`src/rtl/latched_word_reader.sv`:
```
// latched_word_reader: snapshots a latch-held word on each gate close into a FIFO with valid/ready output
// Ports:
//   i_clock        system clock, rising edge
//   i_resetn       asynchronous active-low reset
//   i_latch_en     upstream latch gate, synchronous to i_clock
//   i_latch_q      upstream latch q output
//   o_out_data     head-of-FIFO word
//   o_out_valid    FIFO non-empty
//   i_out_ready    consumer accepts o_out_data this cycle
//   o_level        occupancy 0..DEPTH
//   o_overflow     sticky flag: a close was dropped because the FIFO was full
//   i_overflow_clr synchronous clear of o_overflow
//   o_capture_cnt  accepted captures, wraps modulo 2^CNT_W
module latched_word_reader #(
  parameter int WIDTH = 32,
  parameter int DEPTH = 4,
  parameter int CNT_W = 16
) (
  input  logic                     i_clock,
  input  logic                     i_resetn,
  input  logic                     i_latch_en,
  input  logic [WIDTH-1:0]         i_latch_q,
  output logic [WIDTH-1:0]         o_out_data,
  output logic                     o_out_valid,
  input  logic                     i_out_ready,
  output logic [$clog2(DEPTH):0]   o_level,
  output logic                     o_overflow,
  input  logic                     i_overflow_clr,
  output logic [CNT_W-1:0]         o_capture_cnt
);
  localparam int AW = $clog2(DEPTH);
  logic             r_en_d;
  logic [WIDTH-1:0] r_mem [DEPTH];
  logic [AW-1:0]    r_wr_ptr;
  logic [AW-1:0]    r_rd_ptr;
  logic [AW:0]      r_level;
  logic             r_overflow;
  logic [CNT_W-1:0] r_cnt;
  logic             w_close;
  logic             w_full;
  logic             w_pop;
  logic             w_push;
  logic             w_drop;
  // A pop in the same cycle frees the head slot, so a full FIFO can still accept the close
  always_comb begin
    w_close = r_en_d & ~i_latch_en;
    w_full  = r_level == DEPTH[AW:0];
    w_pop   = (r_level != '0) & i_out_ready;
    w_push  = w_close & (~w_full | w_pop);
    w_drop  = w_close & w_full & ~w_pop;
  end
  always_ff @(posedge i_clock or negedge i_resetn) begin
    if (!i_resetn) begin
      r_en_d     <= 1'b0;
      r_wr_ptr   <= '0;
      r_rd_ptr   <= '0;
      r_level    <= '0;
      r_overflow <= 1'b0;
      r_cnt      <= '0;
      for (int k = 0; k < DEPTH; k++) r_mem[k] <= '0;
    end else begin
      r_en_d <= i_latch_en;
      if (w_push) begin
        r_mem[r_wr_ptr] <= i_latch_q;
        r_wr_ptr        <= r_wr_ptr + 1'b1;
        r_cnt           <= r_cnt + 1'b1;
      end
      if (w_pop) r_rd_ptr <= r_rd_ptr + 1'b1;
      r_level    <= r_level + {{AW{1'b0}}, w_push} - {{AW{1'b0}}, w_pop};
      r_overflow <= w_drop | (r_overflow & ~i_overflow_clr);
    end
  end
  assign o_out_data    = r_mem[r_rd_ptr];
  assign o_out_valid   = r_level != '0;
  assign o_level       = r_level;
  assign o_overflow    = r_overflow;
  assign o_capture_cnt = r_cnt;
endmodule

```
`config.mk`:
```
export PLATFORM = sky130hd
export DESIGN_NAME = latched_word_reader
export DESIGN_NICKNAME = d
export VERILOG_FILES = /design/src/rtl/latched_word_reader.sv
export SDC_FILE = /design/constraint.sdc
export NUM_CORES = 1
export LEC_CHECK = 0
export ABC_AREA = 1
export BUFFER_PORTS_ARGS = -buffer_cell sky130_fd_sc_hd__buf_2
export CAP_MARGIN = 20
export CORE_MARGIN = 8
export CORE_UTILIZATION = 50
export CTS_BUF_LIST = sky130_fd_sc_hd__clkbuf_4 sky130_fd_sc_hd__clkbuf_8
export DETAILED_ROUTE_END_ITERATION = 8
export HOLD_SLACK_MARGIN = 0.1
export PLACE_DENSITY = 0.71
export SLEW_MARGIN = 20
export SYNTH_ARGS = -nofsm -noshare
export SYNTH_HDL_FRONTEND = slang
export SYNTH_SLANG_ARGS = --single-unit
```
`constraint.sdc`:
```
create_clock -name i_clock -period 3.8 [get_ports i_clock]
set_input_delay 0.76 -clock i_clock [delete_from_list [all_inputs] [get_ports i_clock]]
set_output_delay 0.76 -clock i_clock [all_outputs]
set_load 0.01 [all_outputs]
```
Word level (Yosys, flattened, before mapping)
Cells that the tools add are included.

Flip-flop bits (word level): 153.

Add/subtract/negate cells: 5. $lt $le $gt $ge: 3. Equal/unequal tests: 1. Multiplexer cells: 6. Bitwise gates (word level): 14. Reductions and logical operators: 2.

Operator list (number): bitwise mux 128 bit (1); two-way mux 32 bit (3); binary-select mux 32 bit (select 2 bit) (1); demux 32 bit (select 2 bit) (1); adder 16 x 1 -> 16 bit (second input constant) (1); AND 1 bit (6); >= comparator 3 bit (second input constant) (2); NOT 2 -> 3 bit (2); adder 2 x 1 -> 2 bit (second input constant) (2); NOT 1 bit (4); adder 3 x 1 -> 3 bit (1); == test 3 bit (second input constant) (1); less-than comparator 3 x 1 -> 1 bit (second input constant) (1); nonzero test 3 bit (1); subtractor 3 x 1 -> 3 bit (1); OR 1 bit (2); logical AND 1 bit (1).

Longest topological paths before layout
Depth after elaboration: 6. Gate-level depth with buffers: 11. Mapped depth without buffers: 11.

Least setup slack after synthesis
OpenSTA, ideal clock, no wires.

Path kind: input to register. From: in i_out_ready. To: reg r_level[2], in the netlist o_level[2]. Library setup time: 0.129 ns. Arrival time: 2.320 ns. Required time: 3.671 ns. Setup slack: 1.352 ns. Stages: 10. Path buffers: 0. Cells stage by stage: nor2_1 -> nand2_1 -> nand2_2 -> ha_1 -> inv_1 -> ha_1 -> inv_1 -> fa_1 -> xnor2_1 -> xor2_1.

Cells in the longest elaborated chain, start to end: 5.

RTL lines: start, declared (RTL line 25) `input logic i_out_ready,`; AND 1 bit (*) (RTL line 48) `w_pop = (r_level != '0) & i_out_ready;`; OR 1 bit (RTL line 49) `w_push = w_close & (~w_full | w_pop);`; AND 1 bit (RTL line 49); adder 3 x 1 -> 3 bit (RTL line 69) `r_level <= r_level + {{AW{1'b0}}, w_push} - {{AW{1'b0}}, w_pop};`; subtractor 3 x 1 -> 3 bit (*) (RTL line 69); end signal, assigned (RTL line 69); end, declared (RTL line 36) `logic [AW:0] r_level;`.

Mark *: on every way between the ends. The rest lies on a longest branch, timed or not. A chain may end at the register's enable or synchronous reset.

Worst setup path in the final report
From: reg r_rd_ptr[0]. To: out o_out_data[31].

Cells in the longest elaborated chain, start to end: 4.

RTL lines: start, declared (RTL line 35) `logic [AW-1:0] r_rd_ptr;`; start signal, assigned (RTL line 68) `if (w_pop) r_rd_ptr <= r_rd_ptr + 1'b1;`; NOT 2 -> 3 bit (implied by the code) (RTL line 73) `assign o_out_data = r_mem[r_rd_ptr];`; binary-select mux 32 bit (select 2 bit) (RTL line 73); two-way mux 32 bit (implied by the code) (2 in series) (RTL line 73); end, declared (RTL line 23) `output logic [WIDTH-1:0] o_out_data,`.

Every way passes these cells. The select of a mux whose other input is x is not followed.

==> summary.md <==
| Metric | Value |
|---|---|
| Outcome | complete, no violations |
| Final count of negative-setup-slack endpoints | 0 |
| Worst hold slack across all endpoints | 0.270 ns |
| FF-to-FF setup slack | 1.45 ns |
| Final instance area | 7950 sq um |
| Post-route clock period utilization | 84.2% |
| Worst rel slew slack | 42.1% |
| Cts hold-fix bufs | 0 |
| Post-route minimum period | 3.20 ns |
| Placer Congestion | 0.815 |
| Worst slew pin tran | 0.863 ns |
| Hold WC Path Type | in2async |
| Clock buffer depth | 2 |
| Number of inserted filler cells in the final layout | 1,287 |
| Total count of hold-check failures in the final report | 0 |
| Post-detailed-route count of antenna-violating nets | 0 |
| Instance count after placement with tap cells included | 1,011 |
| Startpoint kind of the worst setup timing path | register |
| Kind of end point of the critical path | primary output |
| Vias | 5,491 |
| Ys async rst share | 100% |
| Number of flops mapped to enable cells by yosys | 0 |
| Setup repair after global routing missed its margin | false |
| First-pass GRT wire length | 26.7 mm |
| Wire per inst | 15.3 um |
| Area overhead of the layout relative to synthesis | 12.3% |
| Most common cell after layout, fill and taps aside | sky130_fd_sc_hd__nand2_1 |
| Clock insertion delay at the later pin of the skew report | 0.46 ns |
| Largest net degree at the start of global routing | 67 |
| Leakage power summed over all cells | 0.00396 uW |
| Initial antenna violation count | 0 |
| Core outline area | 13,800 sq um |
| Die footprint | 18,200 sq um |
| Data arrival time at the worst-slack endpoint | 2.44 ns |
| Destination of the worst register-to-register timing path | o_level[2] |
| Setup repair bufs after CTS | 0 |
| Overflow left after global routing | 0 |
| Pins Over Slew Limit | 0 |
| Maximum level of the CTS H-tree | 4 |
| Number of global-route vias before repair | 5,392 |
| Dpl cell area | 7470 sq um |
| 1st-pass router iterations | 5 |
| Final HPWL from detailed placement | 9.81 mm |
| Crit Reg-Reg Startpoint | o_level[1] |
| GRT Total Usage | 18.3% |
| Largest driver fanout on the critical path | 31 |
| Required time of the critical path | 3.04 ns |
| Port Buffers | 89 |
| Final-layout setup total negative slack | 0 ns |
| Horizontal die dimension | 135 um |
| Number of maximum-capacitance violations | 0 |
| Clock root buffer | sky130_fd_sc_hd__clkbuf_8 |
| Cell Pwr Density | 873 nW/um^2 |
| Clock tree from TritonCTS | yes |
| Non-filler instance count after layout | 1,042 |
| Synthesized area per cell | 9.08 sq um |
| Post-CTS clock slew at the launch and capture registers of the worst setup and hold paths | 0.08 ns |
| Logic depth of the worst register-to-register path | 9 |
| Vias per std cell | 5.27 |
| Top library cells by usage in the layout, fill and taps aside | 181 x sky130_fd_sc_hd__nand2_1, 152 x sky130_fd_sc_hd__dfrtp_1, 88 x sky130_fd_sc_hd__buf_2 |
| Starting Density | 51.1% |
| Yosys reg bits | 153 |
| Mapped Area | 7070 sq um |
| Synthesized instance count | 779 |
| Antenna diodes | 0 |
| Row count | 43 |
| Fraction of layout cells with a size suffix above 1 | 21.1% |
| Die Y | 135 um |
| Post-detailed-routing wire length | 15.9 mm |
| CTS resizes | 0 |
| Final core area utilization | 57.5% |
| CTS sink count | 153 |
| Final worst clock skew | 0.00768 ns |
| Kind of critical path | reg2out |
| Number of buffers created by CTS | 17 |
| Post-Synthesis Net Count | 824 |
| Nets@finish | 895 |
| Share of the yosys chip area belonging to registers | 54.1% |
| Boundary Pins | 90 |
| Synth warn | 0 |
| Remaining design rule violation count | 0 |
| 1st-iter DRT viols | 443 |
| Leading register cell type out of synthesis | sky130_fd_sc_hd__dfrtp_1 |
| Peak Freq | 312 MHz |
| Netlist cell types | 28 |
| Maximum vdd ir drop | 0.475 mV |
-- worst max-delay path, stage by stage (launching register included) --
cell and delay, ns:
sky130_fd_sc_hd__dfrtp_2 0.37, sky130_fd_sc_hd__clkinv_1 0.67, sky130_fd_sc_hd__buf_4 0.50, sky130_fd_sc_hd__o21ai_0 0.18
sky130_fd_sc_hd__o22ai_1 0.10, sky130_fd_sc_hd__buf_2 0.15
-- Yosys cell counts, types with 2 or more instances --
cell type | n | area share (%)
sky130_fd_sc_hd__inv_1 | 51 | 2.7
sky130_fd_sc_hd__nor2_2 | 2 | 0.18
sky130_fd_sc_hd__ha_1 | 7 | 1.2
sky130_fd_sc_hd__dfrtp_1 | 153 | 54
sky130_fd_sc_hd__o21ai_1 | 83 | 5.9
sky130_fd_sc_hd__nor2_1 | 77 | 4.1
sky130_fd_sc_hd__xnor2_1 | 4 | 0.50
sky130_fd_sc_hd__nand3b_1 | 3 | 0.32
sky130_fd_sc_hd__nand4_1 | 6 | 0.53
sky130_fd_sc_hd__o21ai_2 | 45 | 5.6
sky130_fd_sc_hd__o22ai_1 | 33 | 2.9
sky130_fd_sc_hd__nand2_4 | 4 | 0.64
sky130_fd_sc_hd__xor2_1 | 7 | 0.87
sky130_fd_sc_hd__nand2_1 | 181 | 9.6
sky130_fd_sc_hd__clkbuf_1 | 17 | 0.90
sky130_fd_sc_hd__nand3_1 | 6 | 0.42
sky130_fd_sc_hd__buf_6 | 22 | 3.5
sky130_fd_sc_hd__o21ai_0 | 66 | 4.7
sky130_fd_sc_hd__buf_4 | 3 | 0.32
-- logic make-up after synthesis --
logic type | count (synthesis) | share of synthesized area, %
compound gates | 229 | 19.4
buf+inv | 97 | 7.66
flops | 153 | 54.1
fa+ha+maj | 8 | 1.52
xor+xnor | 11 | 1.36
simple gates | 281 | 15.9
-- final cells by class --
cell class	count	area, sq um	share of cell area, %
clock buffer	22	278	3.50
clock inverter	9	195	2.46
inverter	53	199	2.50
multi-input combinational	529	2700	34.0
sequential	153	3830	48.2
timing repair buffer	96	517	6.50
tap	180	225	2.83
-- worst max-delay path by stage --
stage                     start        endpoint  slack, ns  cells after the start
finish              r_rd_ptr[0]  o_out_data[31]       0.60                      5
global route        r_rd_ptr[0]  o_out_data[31]       0.34                      5
CTS                 r_rd_ptr[0]   o_out_data[1]       0.54                      5
detailed placement  r_rd_ptr[0]   o_out_data[1]       1.08                      5
global placement    r_rd_ptr[0]  o_out_data[31]       1.16                      5
floorplan           i_out_ready      o_level[2]       1.35                     10
-- through the flow --
step           power, uW  setup WS, ns
2_1_floorplan       4630          1.35
4_1_cts             7000         0.538
3_3_place_gp        5430          1.16
3_5_place_dp        5510          1.08
6_report            6940         0.600
5_1_grt             7480         0.345
-- where the power goes --
group | internal [uW] | switching, uW | leakage, uW
clock | 888 | 584 | 0.000244
combinational | 1070 | 1660 | 0.00179
sequential | 2340 | 399 | 0.00192
total | 4290 | 2640 | 0.00396
-- state kept, by name, indices dropped and copies added (netlist names) --
| signal | cells |
|---|---|
| o_capture_cnt | 16 |
| o_level | 3 |
| o_overflow | 1 |
| r_mem | 128 |
| r_rd_ptr | 2 |
| r_en_d | 1 |
| r_wr_ptr | 2 |
-- per-layer routing --
layer | vias up | GRT usage (%) | part of all wire [%]
li1 | 2719 | - | -
met1 | 2630 | 23.9 | 47
met2 | 129 | 28.6 | 46
met3 | 13 | 5.01 | 4.9
met4 | 0 | 6.43 | 1.2
met5 | - | 0 | 0
Note: power is estimated with default switching activity, not from simulation.
